File: config.mk
export PLATFORM = sky130hd
export DESIGN_NAME = ssd_pager_flat
export DESIGN_NICKNAME = d
export VERILOG_FILES = /design/src/rtl/ssd_pager_pkg.sv /design/src/rtl/ssd_pager_if.sv /design/src/rtl/ssd_hex_digit.sv /design/src/rtl/ssd_pager.sv /design/src/flat_wrapper.sv
export SDC_FILE = /design/constraint.sdc
export NUM_CORES = 1
export LEC_CHECK = 0
export CORE_MARGIN = 4
export CORE_UTILIZATION = 56
export DETAILED_ROUTE_END_ITERATION = 8
export GPL_ROUTABILITY_DRIVEN = 0
export PLACE_DENSITY_LB_ADDON = 0.05
export SLEW_MARGIN = 20
export SYNTH_ARGS = -nofsm -noshare
export SYNTH_HDL_FRONTEND = slang
export SYNTH_SLANG_ARGS = --single-unit
File: constraint.sdc
create_clock -name clk -period 6.15 [get_ports clk]
set_input_delay 1.23 -clock clk [delete_from_list [all_inputs] [get_ports clk]]
set_output_delay 1.23 -clock clk [all_outputs]
set_load 0.005 [all_outputs]
File: src/rtl/ssd_pager_pkg.sv
// Shared types and hex-to-segment table for the paged seven-segment driver.
package ssd_pkg;

  typedef logic [7:0] seg_t;

  localparam seg_t SEG_BLANK = 8'h00;

  // Bit order {dp,g,f,e,d,c,b,a}, active-high.
  localparam seg_t HEX_SEG [16] = '{
    8'h3F, 8'h06, 8'h5B, 8'h4F, 8'h66, 8'h6D, 8'h7D, 8'h07,
    8'h7F, 8'h6F, 8'h77, 8'h7C, 8'h39, 8'h5E, 8'h79, 8'h71
  };

  function automatic seg_t hex_to_seg(input logic [3:0] nibble);
    return HEX_SEG[nibble];
  endfunction

  typedef enum logic {SSD_EMPTY, SSD_SHOW} ssd_state_e;

endpackage

File: src/rtl/ssd_pager_if.sv
// Display bus between the core (master) and the pager (slave).
interface ssd_pager_if #(
  parameter int unsigned DIGITS = 8,
  parameter int unsigned DATA_W = 64
);
  localparam int unsigned NIB    = DATA_W / 4;
  localparam int unsigned PAGES  = (NIB + DIGITS - 1) / DIGITS;
  localparam int unsigned PAGE_W = (PAGES > 1) ? $clog2(PAGES) : 1;

  logic                  load;
  logic [DATA_W-1:0]     value;
  logic                  freeze;
  logic [8*DIGITS-1:0]   ss;
  logic [PAGE_W-1:0]     page;
  logic                  shown_valid;

  modport master (output load, value, freeze, input ss, page, shown_valid);
  modport slave  (input load, value, freeze, output ss, page, shown_valid);
endinterface

File: src/rtl/ssd_hex_digit.sv
// One seven-segment digit: hex decode with blanking and a separate decimal point.
module ssd_hex_digit
  import ssd_pkg::*;
(
  input  logic [3:0] nibble,
  input  logic       blank,
  input  logic       dp,
  output seg_t       seg
);
  always_comb begin
    seg    = blank ? SEG_BLANK : hex_to_seg(nibble);
    seg[7] = dp;
  end
endmodule

File: src/rtl/ssd_pager.sv
// Latches a value and pages its nibbles across DIGITS seven-segment digits.
// Define SSD_PAGER_LZB_EN for leading-zero blanking and skipping of all-blank pages.
module ssd_pager
  import ssd_pkg::*;
#(
  parameter int unsigned DIGITS     = 8,
  parameter int unsigned DATA_W     = 64,
  parameter int unsigned HOLD_TICKS = 200
) (
  input logic       clk,
  input logic       reset,
  ssd_pager_if.slave bus
);
  localparam int unsigned NIB    = DATA_W / 4;
  localparam int unsigned PAGES  = (NIB + DIGITS - 1) / DIGITS;
  localparam int unsigned PAGE_W = (PAGES > 1) ? $clog2(PAGES) : 1;
  localparam int unsigned TICK_W = (HOLD_TICKS > 1) ? $clog2(HOLD_TICKS) : 1;
  localparam int unsigned EXT_W  = 4 * PAGES * DIGITS;

  ssd_state_e          state_q, state_d;
  logic [DATA_W-1:0]   value_q, value_d;
  logic [PAGE_W-1:0]   page_q, page_d;
  logic [TICK_W-1:0]   tick_q, tick_d;
  logic [8*DIGITS-1:0] ss_q, ss_d;
  logic [PAGE_W-1:0]   last;

`ifdef SSD_PAGER_LZB_EN
  localparam int unsigned MSN_W = (NIB > 1) ? $clog2(NIB) : 1;
  logic [MSN_W-1:0]  msn;
  logic [PAGE_W-1:0] last_q;
  logic              last_ok_q;

  always_comb begin
    msn = '0;
    for (int unsigned i = 0; i < NIB; i++) begin
      if (4'(value_q >> (4 * i)) != 4'd0) msn = MSN_W'(i);
    end
  end

  // last_q trails value_q by a cycle; hold at page 0 until it has caught up.
  always_ff @(posedge clk) begin
    if (reset || bus.load) begin
      last_q    <= '0;
      last_ok_q <= 1'b0;
    end else begin
      last_q    <= PAGE_W'(32'(msn) / DIGITS);
      last_ok_q <= 1'b1;
    end
  end

  assign last = last_ok_q ? last_q : '0;
`else
  assign last = PAGE_W'(PAGES - 1);
`endif

  always_ff @(posedge clk) begin
    if (reset) begin
      state_q <= SSD_EMPTY;
      value_q <= '0;
      page_q  <= '0;
      tick_q  <= '0;
      ss_q    <= '0;
    end else begin
      state_q <= state_d;
      value_q <= value_d;
      page_q  <= page_d;
      tick_q  <= tick_d;
      ss_q    <= ss_d;
    end
  end

  always_comb begin
    state_d = state_q;
    value_d = value_q;
    page_d  = page_q;
    tick_d  = tick_q;
    if (bus.load) begin
      state_d = SSD_SHOW;
      value_d = bus.value;
      page_d  = '0;
      tick_d  = '0;
    end else if (state_q == SSD_SHOW && !bus.freeze) begin
      if (tick_q == TICK_W'(HOLD_TICKS - 1)) begin
        tick_d = '0;
        page_d = (page_q >= last) ? '0 : page_q + 1'b1;
      end else begin
        tick_d = tick_q + 1'b1;
      end
    end
  end

  logic [EXT_W-1:0] val_ext;
  seg_t             seg [DIGITS];

  assign val_ext = EXT_W'(value_q);

  for (genvar d = 0; d < DIGITS; d++) begin : g_digit
    logic [31:0] idx;
    logic [3:0]  nib;
    logic        blank;
    logic        dp;

    assign idx = 32'(page_q) * DIGITS + d;
    assign nib = 4'(val_ext >> (4 * idx));
`ifdef SSD_PAGER_LZB_EN
    assign blank = (idx >= NIB) || (idx > 32'(msn));
`else
    assign blank = (idx >= NIB);
`endif
    // Digit 0 dp flags that an upper page is on display.
    assign dp = (d == 0) && (page_q != '0);

    ssd_hex_digit u_digit (
      .nibble (nib),
      .blank  (blank),
      .dp     (dp),
      .seg    (seg[d])
    );
  end

  always_comb begin
    ss_d = '0;
    if (state_q == SSD_SHOW) begin
      for (int unsigned d = 0; d < DIGITS; d++) ss_d[8*d +: 8] = seg[d];
    end
  end

  assign bus.ss          = ss_q;
  assign bus.page        = page_q;
  assign bus.shown_valid = (state_q == SSD_SHOW);

endmodule

File: src/flat_wrapper.sv
// flat-port wrapper written by rule: the top's interface ports become plain ports
module ssd_pager_flat import ssd_pkg::*;
#(
  parameter int unsigned DIGITS     = 8,
  parameter int unsigned DATA_W     = 64,
  parameter int unsigned HOLD_TICKS = 200
)
  (clk, reset, bus_load, bus_value, bus_freeze, bus_ss, bus_page, bus_shown_valid);
  ssd_pager_if #(.DIGITS(DIGITS), .DATA_W(DATA_W)) bus_i ();
  input logic clk;
  input logic reset;
  input wire logic [$bits(bus_i.load)-1:0] bus_load;
  input wire logic [$bits(bus_i.value)-1:0] bus_value;
  input wire logic [$bits(bus_i.freeze)-1:0] bus_freeze;
  output wire logic [$bits(bus_i.ss)-1:0] bus_ss;
  output wire logic [$bits(bus_i.page)-1:0] bus_page;
  output wire logic [$bits(bus_i.shown_valid)-1:0] bus_shown_valid;
  assign bus_i.load = bus_load;
  assign bus_i.value = bus_value;
  assign bus_i.freeze = bus_freeze;
  assign bus_ss = bus_i.ss;
  assign bus_page = bus_i.page;
  assign bus_shown_valid = bus_i.shown_valid;
  ssd_pager #(.DIGITS(DIGITS), .DATA_W(DATA_W), .HOLD_TICKS(HOLD_TICKS)) u_core (.clk(clk), .reset(reset), .bus(bus_i));
endmodule
==> qor.csv <==
stage,metric,value,unit
routing,detail_route.iter0.violations,405,
finish,final_nets,894,
sta,timing_hold_violations_final,0,
run,drv.max_cap_violation_count,0,
synth,synthDominantCellAreaShare,38.4,%
routing,wire_length_reported_by_the_detailed_router,14800,um
hold_path,min_path_type,reg2reg,
sta,final-max-slew-violation-count,0,
sta,worst-slew-pin-transition,812,ps
floorplan,placementRows,40,
synth,count_of_flip_flops_with_a_built_in_enable_after_synthesis,0,
placement,hpwlAfterDp,10200,um
critical_path,max_stage_delay,670,ps
synth,synthCells,651,
sta,final.period_utilization,47.2,%
global_route,first_pass_grt_wire_length,24600,um
finish,fillCellCount,874,
synth,ys_top_cells_by_area,"dfxtp_1 (38%), mux2i_1 (11%), ha_1 (10%)",
synth,synth.most_common_cell,dfxtp_1,
sta,finalHoldWorstSlack,488,ps
critical_path,stages_on_the_worst_setup_path,7,
placement,io_buffers,126,
routing,highest-signal-layer,met4,
synth,synth-async-reset-ratio,0,%
clocking,cts-buffers-inserted,17,
routing,wire_length_per_cell,15.9,um
finish,antenna_cells,0,
sta,fmax,345,MHz
critical_path,cp_max_fo,32,
routing,routed-wl-met2,7240,um
clocking,clock_insertion_delay_worst_skew,410,ps
synth,commonest_cells_post_synth,"dfxtp_1 (131), nor2_1 (91), mux2i_1 (74)",
critical_path,path_delay_family,buffers and inverters,
clocking,maximum_count_of_clock_buffers_along_a_single_path,2,
critical_path,startpoint_type,flop,
critical_path,crit_required,6470,ps
routing,detailedRoute.firstPassIterationCount,4,
sta,rsz0062_at_grt,false,
sta,setup_tns,0,ps
power_and_ir_drop,cellPowerDensity,265,mW/mm^2
clocking,ctsHtreeMaxLevel,4,
sta,final.setup_skew,5.09,ps
floorplan,core_area,0.0120,mm^2
finish,multi_input_area,0.00394,mm^2
routing,final_antenna_net_count,0,
floorplan,design.portCount,134,
routing,met3_wirelength,692,um
synth,synth_area_leader_cell,dfxtp_1,
synth,synth-seq-cells,131,
synth,yosys_warnings,0,
finish,ff_latch_area,0.00263,mm^2
sta,min_period,2900,ps
synth,syn_avg_cell_area,10.5,um^2
synth,synth-seq-area-share,38.4,%
global_route,grt_max_degree,72,
critical_path,worstSetupPathType,reg2reg,
critical_path,regToRegSetupSlack,3250,ps
synth,yosys_most_used_dff,dfxtp_1,
floorplan,die_w,118,um
critical_path,worst_path_max_delay_cell,buf_4,
clocking,cts_sinks,131,
power_and_ir_drop,leakagePower,0.00360,uW
sta,finalSetupViolations,0,
power_and_ir_drop,worst_ir_drop_vdd,0.000150,V
critical_path,cp_cell_sequence,buf_4 -> mux2i_1 -> inv_1 -> ha_1 -> nand2_4 -> o21ai_2 -> a221oi_2,
routing,wl_met1,6460,um
routing,drc,0,
synth,netlist-cell-type-count,46,
global_route,globalRoute.totalOverflow,0,
global_route,grt_pass1_vias,5060,
critical_path,cp.buffers_inverters,2,
clocking,tritoncts_clock_tree,done,
critical_path,worst-r2r-cell-count,7,
hold_path,hold_depth,2,
synth,synthesis.area,0.00683,mm^2
clocking,master_cell_of_the_clock_root_buffer,clkbuf_16,
finish,final_layout_size_suffix_gt1_share,15.2,%
clocking,post_cts_buffers,0,
critical_path,worst_setup_path_end_kind,flop,
floorplan,dieHeight,118,um
run_status,status,"complete, no violations",
power_and_ir_drop,fin_total_pwr,2320,uW
floorplan,die_area,0.0140,mm^2
finish,area_growth_syn_to_layout,27.9,%
critical_path,data_arrival_time_of_the_critical_path,3220,ps
clocking,clk_pin_slew,60,ps
global_route,grt_antenna_before_repair,0,
global_route,overall_global_routing_usage,21.5,%
floorplan,initial_utilization,57.1,%
routing,via_per_inst,5.46,
sta,slew_headroom,45.8,%
routing,via_count,5076,
clocking,hold_buffers,0,
clocking,cts_resized,0,
## sequential cells by signal (all words and copies together), names as in the netlist
register and cells:
u_core.bus.ss 57, u_core.bus.page 1, u_core.val_ext 64, u_core.tick_q 8, u_core.bus.shown_valid 1
## area by class of cell
| cell class | count | area share (%) |
|---|---|---|
| clock buffers | 22 | 5.54 |
| clock inverters | 10 | 1.75 |
| multi-input cells | 472 | 45.1 |
| repair buffers | 129 | 14.6 |
| inverters | 18 | 0.773 |
| flip-flops and latches | 131 | 30.1 |
| well taps | 147 | 2.10 |
## final timing paths
| path | end | startpoint |
|---|---|---|
| hold reg to reg | u_core.val_ext[45] | u_core.val_ext[45] |
| setup reg to reg | u_core.bus.ss[62] | u_core.bus.page |
| hold / removal | u_core.val_ext[45] | u_core.val_ext[45] |
| setup / recovery | u_core.bus.ss[62] | u_core.bus.page |
## cell usage in the layout (no fill, tap or decap), drive strengths merged, types with 9 or more instances in the layout
cell           netlist  routed
a211oi              19      19
dfxtp              131     131
nor3                41      41
mux2                23      23
a221oi              22      22
clkbuf              12      22
nor2               107     107
inv                 18      18
a311oi               9       9
ha                  57      57
nand2               27      27
a21oi               16      16
o21ai               16      16
mux2i               90      90
clkdlybuf4s50        0     124
## worst reg2reg max path, delay by kind of cell (launching register included)
family                   cells  cell delay, ps
buffers and inverters        2             860
AND/OR/NAND/NOR              1              90
adder cells (fa/ha/maj)      1             310
flip-flops                   1             630
multiplexers                 1             630
AO/OA/AOI/OAI                2             310
## metrics by stage
| step | setup slack (ps) | cell area, um^2 | cells | util [%] |
|---|---|---|---|---|
| detailed placement | 2840 | 8090 | 897 | 67.7 |
| floorplan | 3890 | 6860 | 657 | - |
| global placement | 2910 | 8090 | 897 | 67.7 |
| CTS | 3230 | 8730 | 929 | 73.0 |
| global route | 3070 | 8740 | 929 | 73.1 |
| finish | 3250 | 8740 | 929 | 73.1 |
## power breakdown
| group | switching [uW] | internal [uW] | leakage, uW | total, uW |
|---|---|---|---|---|
| combinational | 155 | 166 | 0.00221 | 320 |
| sequential | 28.2 | 896 | 0.00108 | 924 |
| clock | 353 | 717 | 0.000316 | 1070 |
| total | 536 | 1780 | 0.00360 | 2320 |
## logic make-up after synthesis
group,count (synthesis),synth area share (%)
flip-flops,131,38.4
multiplexers,114,20.8
AO/OA/AOI/OAI,96,11.6
other,1,0.0549
XOR/XNOR,7,0.897
AND/OR/NAND/NOR,191,13.5
buffers and inverters,54,4.36
adder cells (fa/ha/maj),57,10.4
## routing by layer
| metal | vias up | GRT usage (%) |
|---|---|---|
| met2 | 140 | 36.2 |
| li1 | 2538 | - |
| met1 | 2369 | 26.1 |
| met4 | 0 | 9.63 |
| met3 | 29 | 5.07 |
| met5 | - | 0 |
(Power assumes the default switching activity.)
